--- src/rtl/pc_pkg.sv ---
// ----------------------------------------------------------------------------
// pc_pkg
// Shared definitions for the program-counter generator.
//   pc_state_e   : FSM state encoding (BOOT / RUN / HALT)
//   PC_INC_WORD  : sequential step for a 32-bit instruction
//   PC_INC_HALF  : sequential step for a 16-bit instruction (PC_RVC_EN builds)
// ----------------------------------------------------------------------------
package pc_pkg;

    typedef enum logic [1:0] {
        ST_BOOT = 2'd0,
        ST_RUN  = 2'd1,
        ST_HALT = 2'd2
    } pc_state_e;

    localparam int unsigned PC_INC_WORD = 4;
    localparam int unsigned PC_INC_HALF = 2;

endpackage : pc_pkg

--- src/rtl/pc_next_mux.sv ---
// ----------------------------------------------------------------------------
// pc_next_mux
// Combinational next-PC selection. Priority: trap > redirect > advance > hold.
// A misaligned redirect target is replaced by TRAP_VECTOR and flagged.
//
// Optional feature macro: PC_RVC_EN
//   defined   : step is 2 when instr_len2_i=1, else 4; only target[0] must be 0
//   undefined : step is always 4; target[1:0] must be 0; instr_len2_i ignored
//
// Ports
//   pc_i              current PC
//   trap_take_i       trap accepted this cycle
//   redirect_take_i   redirect accepted this cycle
//   advance_i         sequential advance allowed this cycle
//   redirect_target_i redirect destination
//   instr_len2_i      current instruction is 16-bit
//   pc_next_o         PC to load at the next edge
//   misalign_o        redirect rejected because of target alignment
// ----------------------------------------------------------------------------
module pc_next_mux
    import pc_pkg::*;
#(
    parameter int               XLEN        = 32,
    parameter logic [XLEN-1:0]  TRAP_VECTOR = XLEN'(32'h0000_0100)
) (
    input  logic [XLEN-1:0] pc_i,
    input  logic            trap_take_i,
    input  logic            redirect_take_i,
    input  logic            advance_i,
    input  logic [XLEN-1:0] redirect_target_i,
    input  logic            instr_len2_i,
    output logic [XLEN-1:0] pc_next_o,
    output logic            misalign_o
);

    logic [XLEN-1:0] step;
    logic            target_misaligned;

`ifdef PC_RVC_EN
    assign step              = instr_len2_i ? XLEN'(PC_INC_HALF) : XLEN'(PC_INC_WORD);
    assign target_misaligned = redirect_target_i[0];
`else
    // Length hint has no meaning without compressed instructions.
    logic unused_len2;
    assign unused_len2       = instr_len2_i;
    assign step              = XLEN'(PC_INC_WORD);
    assign target_misaligned = |redirect_target_i[1:0];
`endif

    always_comb begin
        pc_next_o  = pc_i;
        misalign_o = 1'b0;
        if (trap_take_i) begin
            pc_next_o = TRAP_VECTOR;
        end else if (redirect_take_i) begin
            if (target_misaligned) begin
                pc_next_o  = TRAP_VECTOR;
                misalign_o = 1'b1;
            end else begin
                pc_next_o = redirect_target_i;
            end
        end else if (advance_i) begin
            // Natural XLEN-bit wrap: top-of-memory + step rolls over to 0.
            pc_next_o = pc_i + step;
        end
    end

endmodule : pc_next_mux

--- src/rtl/pc_gen.sv ---
// ----------------------------------------------------------------------------
// pc_gen
// Program-counter generator: BOOT/RUN/HALT control FSM plus PC and
// misalign-pulse registers. Next-PC selection lives in pc_next_mux.
//
// Optional feature macro: PC_RVC_EN (16-bit instruction support, see
// pc_next_mux).
//
// Ports
//   clk              single clock, rising edge
//   reset            asynchronous active-low reset
//   stall            hold PC, no sequential advance
//   redirect_valid   branch/jump taken this cycle (RUN only)
//   redirect_target  branch/jump destination
//   trap_valid       exception/interrupt request (RUN or HALT)
//   halt_req         level request to stop fetch
//   instr_len2       current instruction is 16-bit (PC_RVC_EN only)
//   pc_ready         fetch accepts pc_out
//   pc_out           current fetch PC
//   pc_valid         pc_out offered to fetch (RUN only)
//   misalign_err     one-cycle pulse on a rejected redirect target
//   halted           block is in HALT (registered state decode)
// ----------------------------------------------------------------------------
module pc_gen
    import pc_pkg::*;
#(
    parameter int               XLEN         = 32,
    parameter logic [XLEN-1:0]  RESET_VECTOR = '0,
    parameter logic [XLEN-1:0]  TRAP_VECTOR  = XLEN'(32'h0000_0100)
) (
    input  logic            clk,
    input  logic            reset,
    input  logic            stall,
    input  logic            redirect_valid,
    input  logic [XLEN-1:0] redirect_target,
    input  logic            trap_valid,
    input  logic            halt_req,
    input  logic            instr_len2,
    input  logic            pc_ready,
    output logic [XLEN-1:0] pc_out,
    output logic            pc_valid,
    output logic            misalign_err,
    output logic            halted
);

    pc_state_e       state_q, state_d;
    logic [XLEN-1:0] pc_q, pc_d;
    logic            merr_q, merr_d;

    logic            trap_take;
    logic            redirect_take;
    logic            advance;

    always_comb begin
        state_d       = state_q;
        trap_take     = 1'b0;
        redirect_take = 1'b0;
        advance       = 1'b0;
        pc_valid      = (state_q == ST_RUN);
        halted        = (state_q == ST_HALT);
        unique case (state_q)
            // BOOT ignores every request; it only gives reset one quiet cycle.
            ST_BOOT: state_d = ST_RUN;
            ST_RUN: begin
                if (trap_valid) begin
                    trap_take = 1'b1;
                end else if (redirect_valid) begin
                    redirect_take = 1'b1;
                end else if (halt_req) begin
                    state_d = ST_HALT;
                end else begin
                    advance = pc_ready && !stall;
                end
            end
            ST_HALT: begin
                // Redirects are dropped here; only a trap or release leaves.
                if (trap_valid) begin
                    trap_take = 1'b1;
                    state_d   = ST_RUN;
                end else if (!halt_req) begin
                    state_d = ST_RUN;
                end
            end
            default: state_d = ST_BOOT;
        endcase
    end

    pc_next_mux #(
        .XLEN        (XLEN),
        .TRAP_VECTOR (TRAP_VECTOR)
    ) u_next (
        .pc_i              (pc_q),
        .trap_take_i       (trap_take),
        .redirect_take_i   (redirect_take),
        .advance_i         (advance),
        .redirect_target_i (redirect_target),
        .instr_len2_i      (instr_len2),
        .pc_next_o         (pc_d),
        .misalign_o        (merr_d)
    );

    always_ff @(posedge clk or negedge reset) begin
        if (!reset) begin
            state_q <= ST_BOOT;
            pc_q    <= RESET_VECTOR;
            merr_q  <= 1'b0;
        end else begin
            state_q <= state_d;
            pc_q    <= pc_d;
            merr_q  <= merr_d;
        end
    end

    assign pc_out       = pc_q;
    assign misalign_err = merr_q;

endmodule : pc_gen

--- config.mk ---
export PLATFORM = sky130hd
export DESIGN_NAME = pc_gen
export DESIGN_NICKNAME = d
export VERILOG_FILES = /design/src/rtl/pc_pkg.sv /design/src/rtl/pc_next_mux.sv /design/src/rtl/pc_gen.sv
export SDC_FILE = /design/constraint.sdc
export NUM_CORES = 1
export LEC_CHECK = 0
export ABC_CLOCK_PERIOD_IN_PS = 6800
export BUFFER_PORTS_ARGS = -buffer_cell sky130_fd_sc_hd__buf_2
export CAP_MARGIN = 25
export CORE_ASPECT_RATIO = 1.75
export CORE_MARGIN = 2
export CORE_UTILIZATION = 53
export CTS_CLUSTER_DIAMETER = 120
export CTS_CLUSTER_SIZE = 30
export DETAILED_ROUTE_END_ITERATION = 7
export PLACE_DENSITY = 0.85
export SLEW_MARGIN = 0
export SYNTH_ARGS = -nofsm -noshare
export SYNTH_HDL_FRONTEND = slang
export SYNTH_HIERARCHICAL = 1
export SYNTH_SLANG_ARGS = --single-unit
--- constraint.sdc ---
create_clock -name clk -period 6.8 [get_ports clk]
set_clock_uncertainty 0.2 [all_clocks]
set_input_delay 1.36 -clock clk [delete_from_list [all_inputs] [get_ports clk]]
set_output_delay 1.36 -clock clk [all_outputs]
set_load 0.05 [all_outputs]
* Word-level counts from Yosys, hierarchy flattened
Index checks and enable logic that the tools add are counted.
Operators by class: add/subtract/negate cells 1, equality and inequality tests 6, muxes and demuxes 22, reductions and logical operators 7
Operators by type and width (count):
- 32-bit 2-to-1 mux | 4
- 32-bit by 3-bit adder with 32-bit output (second input constant) | 1
- 1-bit 2-to-1 mux | 12
- 2-bit 2-to-1 mux | 5
- 2-bit inequality test (second input constant) | 3
- 2-bit one-hot mux with 3 select lines | 1
- 4-bit AND reduction | 1
- 2-bit OR reduction | 2
- 3-bit inequality test (second input constant) | 1
- 3-bit nonzero test | 1
- 2-bit by 1-bit == test with 1-bit output (second input constant) | 1
- 2-bit == test (second input constant) | 1
- 2-bit zero test | 1
- 1-bit logical AND | 1
- 1-bit zero test | 1
Storage, ports and cells: flip-flop bits (word level) 35, output and inout bits 35

* Longest topological paths before layout
word-level depth 9, gate-level depth with buffers 10, depth with buffers taken out 7

* By module
Netlist, hierarchy kept.
Modules (own cells, without submodules):
- pc_next_mux | instances 1, cells each 179, area each 1073.5 µm², sequential area each 0.0 µm²
- pc_gen | instances 1, cells each 51, area each 1011.0 µm², sequential area each 875.8 µm²

* Least setup slack after synthesis
OpenSTA, ideal clock, no wires.
path kind input to register, from in halt_req, to reg pc_q[15] (netlist: pc_out[15]), setup time 0.082 ns, data arrival time 3.383 ns, required time 6.518 ns, setup slack 3.136 ns, cell stages on the path 9, cell sequence nor4b_1 and3_1 buf_4 nand4_2 or4_1 clkbuf_1 buf_2 or3_1 a31oi_1
On the way: longest elaborated chain between the ends 5
RTL lines:
- start, declared | line pc_gen.sv:37 | input logic halt_req,
- 1-bit 2-to-1 mux | line pc_gen.sv:69 | end else if (halt_req) begin
- 1-bit 2-to-1 mux | line pc_gen.sv:67 | end else if (redirect_valid) begin
- 1-bit 2-to-1 mux | line pc_gen.sv:65 | if (trap_valid) begin
- 1-bit 2-to-1 mux | line pc_gen.sv:61 | unique case (state_q)
- via advance | line pc_gen.sv:52 | logic advance;
- 3-bit nonzero test (no line)
- end signal, assigned | line pc_gen.sv:109 | pc_q <= pc_d;
- end, declared | line pc_gen.sv:47 | logic [XLEN-1:0] pc_q, pc_d;
The timed path passes the listed nets, and every way through them passes these cells. A chain may end at the register's enable or synchronous reset.

* Final worst setup path
from in halt_req, to reg pc_q[17] (netlist: pc_out[17])
The elaborated chain is that of the path after synthesis.

==> results.ini <==
[placed_design]
place_congestion=0.895
place_hpwl_um=3930
io_buffers=73

[yosys]
synth_edf_count=0
synthAdderAreaFrac=0.0300
yosysWarnings=6
muxShareOfSynthArea=0.0102
synthArstFlopShare=1.00
synth_top_family_by_area=compound AO/OA/AOI/OAI gates
synth_top_flop_cell=dfrtp_1
synth_cells=230
synth-seq-cells=35
yosysSeqAreaShare=0.420
syn_avg_cell_area_um2=9.06
synth_xor_xnor_area_share=0.0504
synth-compound-area-share=0.219
synth_cell_types=39
syn_area_um2=2080
synthSimpleGateAreaFrac=0.218
syn_nets=275

[cells_and_area]
final_common_cell=buf_2
mostFrequentLayoutCells=73 x buf_2, 37 x a21oi_1, 35 x dfrtp_1
nNetsFinal=341
areaGrowthSynthToFinish_pct=22.5
final_layout_size_suffix_gt1_frac=0.307
n_antenna_cell=0

[critical_path]
critPathMaxFanout=18
reg2reg_from=state_q[1]$_DFFE_PN0P_
cp_data_required_time_ns=6.79
reg2reg_depth=7
critPathKind=primary input to flip-flop
crit_path_cell_trace=buf_2 -> nor4b_1 -> and3_1 -> nand4_2 -> or4_1 -> or4_1 -> a31oi_1
crit_top_cell=or4_1
worst-endpoint-arrival_ns=3.93
cp_slowest_cell=or4_1
startpoint=halt_req
rrSetupSlack_ns=3.65
start_kind=primary input
timing.rr.end=pc_out[17]$_DFF_PN0_
max_stage_delay_ns=0.82
endpoint_kind=flip-flop

[global_route]
grt_max_degree=36
antenna_found_initial=0
grt_pass1_wl_um=8870
grt_overflow=0
grtUsageTotal=0.260
grt_pass1_vias=2083

[sta]
post-route-period-util=0.578
worstMarginPinSlew_ns=0.803
holdWs_ns=0.304
hold_viol_final=0
fin_crit_ns=3.93
slew_headroom=0.465
fmax_ghz=0.254
rsz0062_at_grt=false
drv_slew=0
tns_ns=0
final-setup-viol-count=0

[hold_path]
min_path_type=flip-flop to flip-flop
hold_end=pc_out[0]$_DFF_PN0_
worstHoldPathCells=1
min_from=pc_out[0]$_DFF_PN0_

[routing]
dr.pass1.iters=4
drc=0
post_drt_wl_per_cell_um=16.0
num_vias=2129
routed_wirelength_um=5500
drt_iter0_markers=79
ant_nets=0
via_per_inst=6.19

[clocking]
post_cts_buffers=0
insertion_delay_ns=0.29
cts_tree=built
clock-root-buffer=clkbuf_8
clk_pin_slew_ns=0.07
ctsResizeCount=0
clkSinkCount=35
cts_buffers=5
cts.path.max_buffers=2
h-tree-depth=2
ctsHoldBuffers=0

[floorplanning]
fp.dieH_um=87.0
fp-row-count=30
core_um2=3830
die_area_um2=4470
die_w_um=51.4
io-pin-count=75
initial_core_util=0.544

[power]
p_per_area_nw_per_um2=484
p_int_uw=560
clockPowerShare=0.124
vdd_drop_max_mv=0.323
p_leak_nw=1.15
pwr-share-comb=0.550
switching_share=0.547
pwr-share-seq=0.326
p_sw_uw=677

[job]
drv_cap=0

[status]
status=finished clean

==> power groups by stage <==
stage,Clock (mW),Combinational [mW],Sequential [mW]
after floorplan,0,0.255,0.645
after global placement,0,0.655,0.401
after detailed placement,0,0.680,0.406
after CTS,0.158,0.682,0.402
after global routing,0.164,0.730,0.417
final,0.153,0.680,0.403
==> worst max path at each step <==
stage | end | slack, ns | cells after the start
2_1_floorplan | pc_out[15]$_DFF_PN0_ | 3.14 | 9
3_3_place_gp | pc_out[17]$_DFF_PN0_ | 2.66 | 7
3_5_place_dp | pc_out[17]$_DFF_PN0_ | 2.61 | 7
4_1_cts | pc_out[17]$_DFF_PN0_ | 2.90 | 7
5_1_grt | pc_out[31]$_DFF_PN0_ | 2.67 | 7
6_report | pc_out[17]$_DFF_PN0_ | 2.87 | 7
==> cells in the mapped netlist (2+ instances only) <==
| master | instances | area share |
|---|---|---|
| o31ai_1 | 13 | 0.047 |
| xnor2_1 | 8 | 0.034 |
| or4_1 | 15 | 0.054 |
| inv_1 | 8 | 0.014 |
| nand2_1 | 11 | 0.020 |
| and3_1 | 2 | 0.0060 |
| nor2_1 | 4 | 0.0072 |
| clkbuf_1 | 12 | 0.022 |
| buf_2 | 2 | 0.0048 |
| nand4_1 | 8 | 0.024 |
| nand3_1 | 7 | 0.017 |
| nand4_2 | 2 | 0.012 |
| o21ai_0 | 5 | 0.012 |
| ha_1 | 5 | 0.030 |
| and2_1 | 4 | 0.012 |
| a21oi_1 | 37 | 0.089 |
| and4_1 | 2 | 0.0084 |
| or3_1 | 3 | 0.0090 |
| dfrtp_1 | 35 | 0.42 |
| xor2_1 | 4 | 0.017 |
| nor3_1 | 4 | 0.0096 |
| or2_2 | 3 | 0.0090 |
| nor4_1 | 5 | 0.015 |
| a31oi_1 | 16 | 0.048 |
==> sequential cells by signal, summed over array words and instances (netlist names) <==
register,cells
misalign_err,1
state_q,2
pc_out,32
==> cell type report <==
class	instances	area, µm²
inverters	9	33.8
clock inverters	1	5.00
clock buffers	6	82.6
fillers	344	1270
well taps	48	60.1
flip-flops and latches	35	876
multi-input cells	170	1110
repair buffers	75	388
==> metrics by stage <==
stage / instance area (µm²) / util / instances / setup WS [ns] / power (mW)
floorplan: 2080 / - / 230 / 3.14 / 0.900
global placement: 2450 / 0.640 / 336 / 2.66 / 1.06
detailed placement: 2470 / 0.644 / 337 / 2.61 / 1.09
CTS: 2550 / 0.667 / 344 / 2.90 / 1.24
global route: 2550 / 0.667 / 344 / 2.67 / 1.31
finish: 2550 / 0.667 / 344 / 2.87 / 1.24
==> worst max-delay path, delay by kind of cell <==
family / cells / cell delay, ns
AOI/OAI and AO/OA: 1 / 0.17
buffers and inverters: 1 / 0.11
and+or+nand+nor: 5 / 2.28
==> metal layers <==
metal	up-vias	wire length (µm)	track usage
li1	1007	-	-
met1	1010	2010	0.267
met2	97	2930	0.481
met3	15	405	0.0515
met4	0	154	0.132
met5	-	0	0
==> cell families (layout without fill, tap and decap cells) <==
logic type               count (synthesis)  after routing
AO/OA/AOI/OAI                           77             77
AND/OR/NAND/NOR                         74             74
flip-flops                              35             35
buffers and inverters                   25             91
XOR/XNOR                                12             12
adder cells (fa/ha/maj)                  5              5
multiplexers                             2              2
No activity file was read; power rests on OpenSTA's default activity.
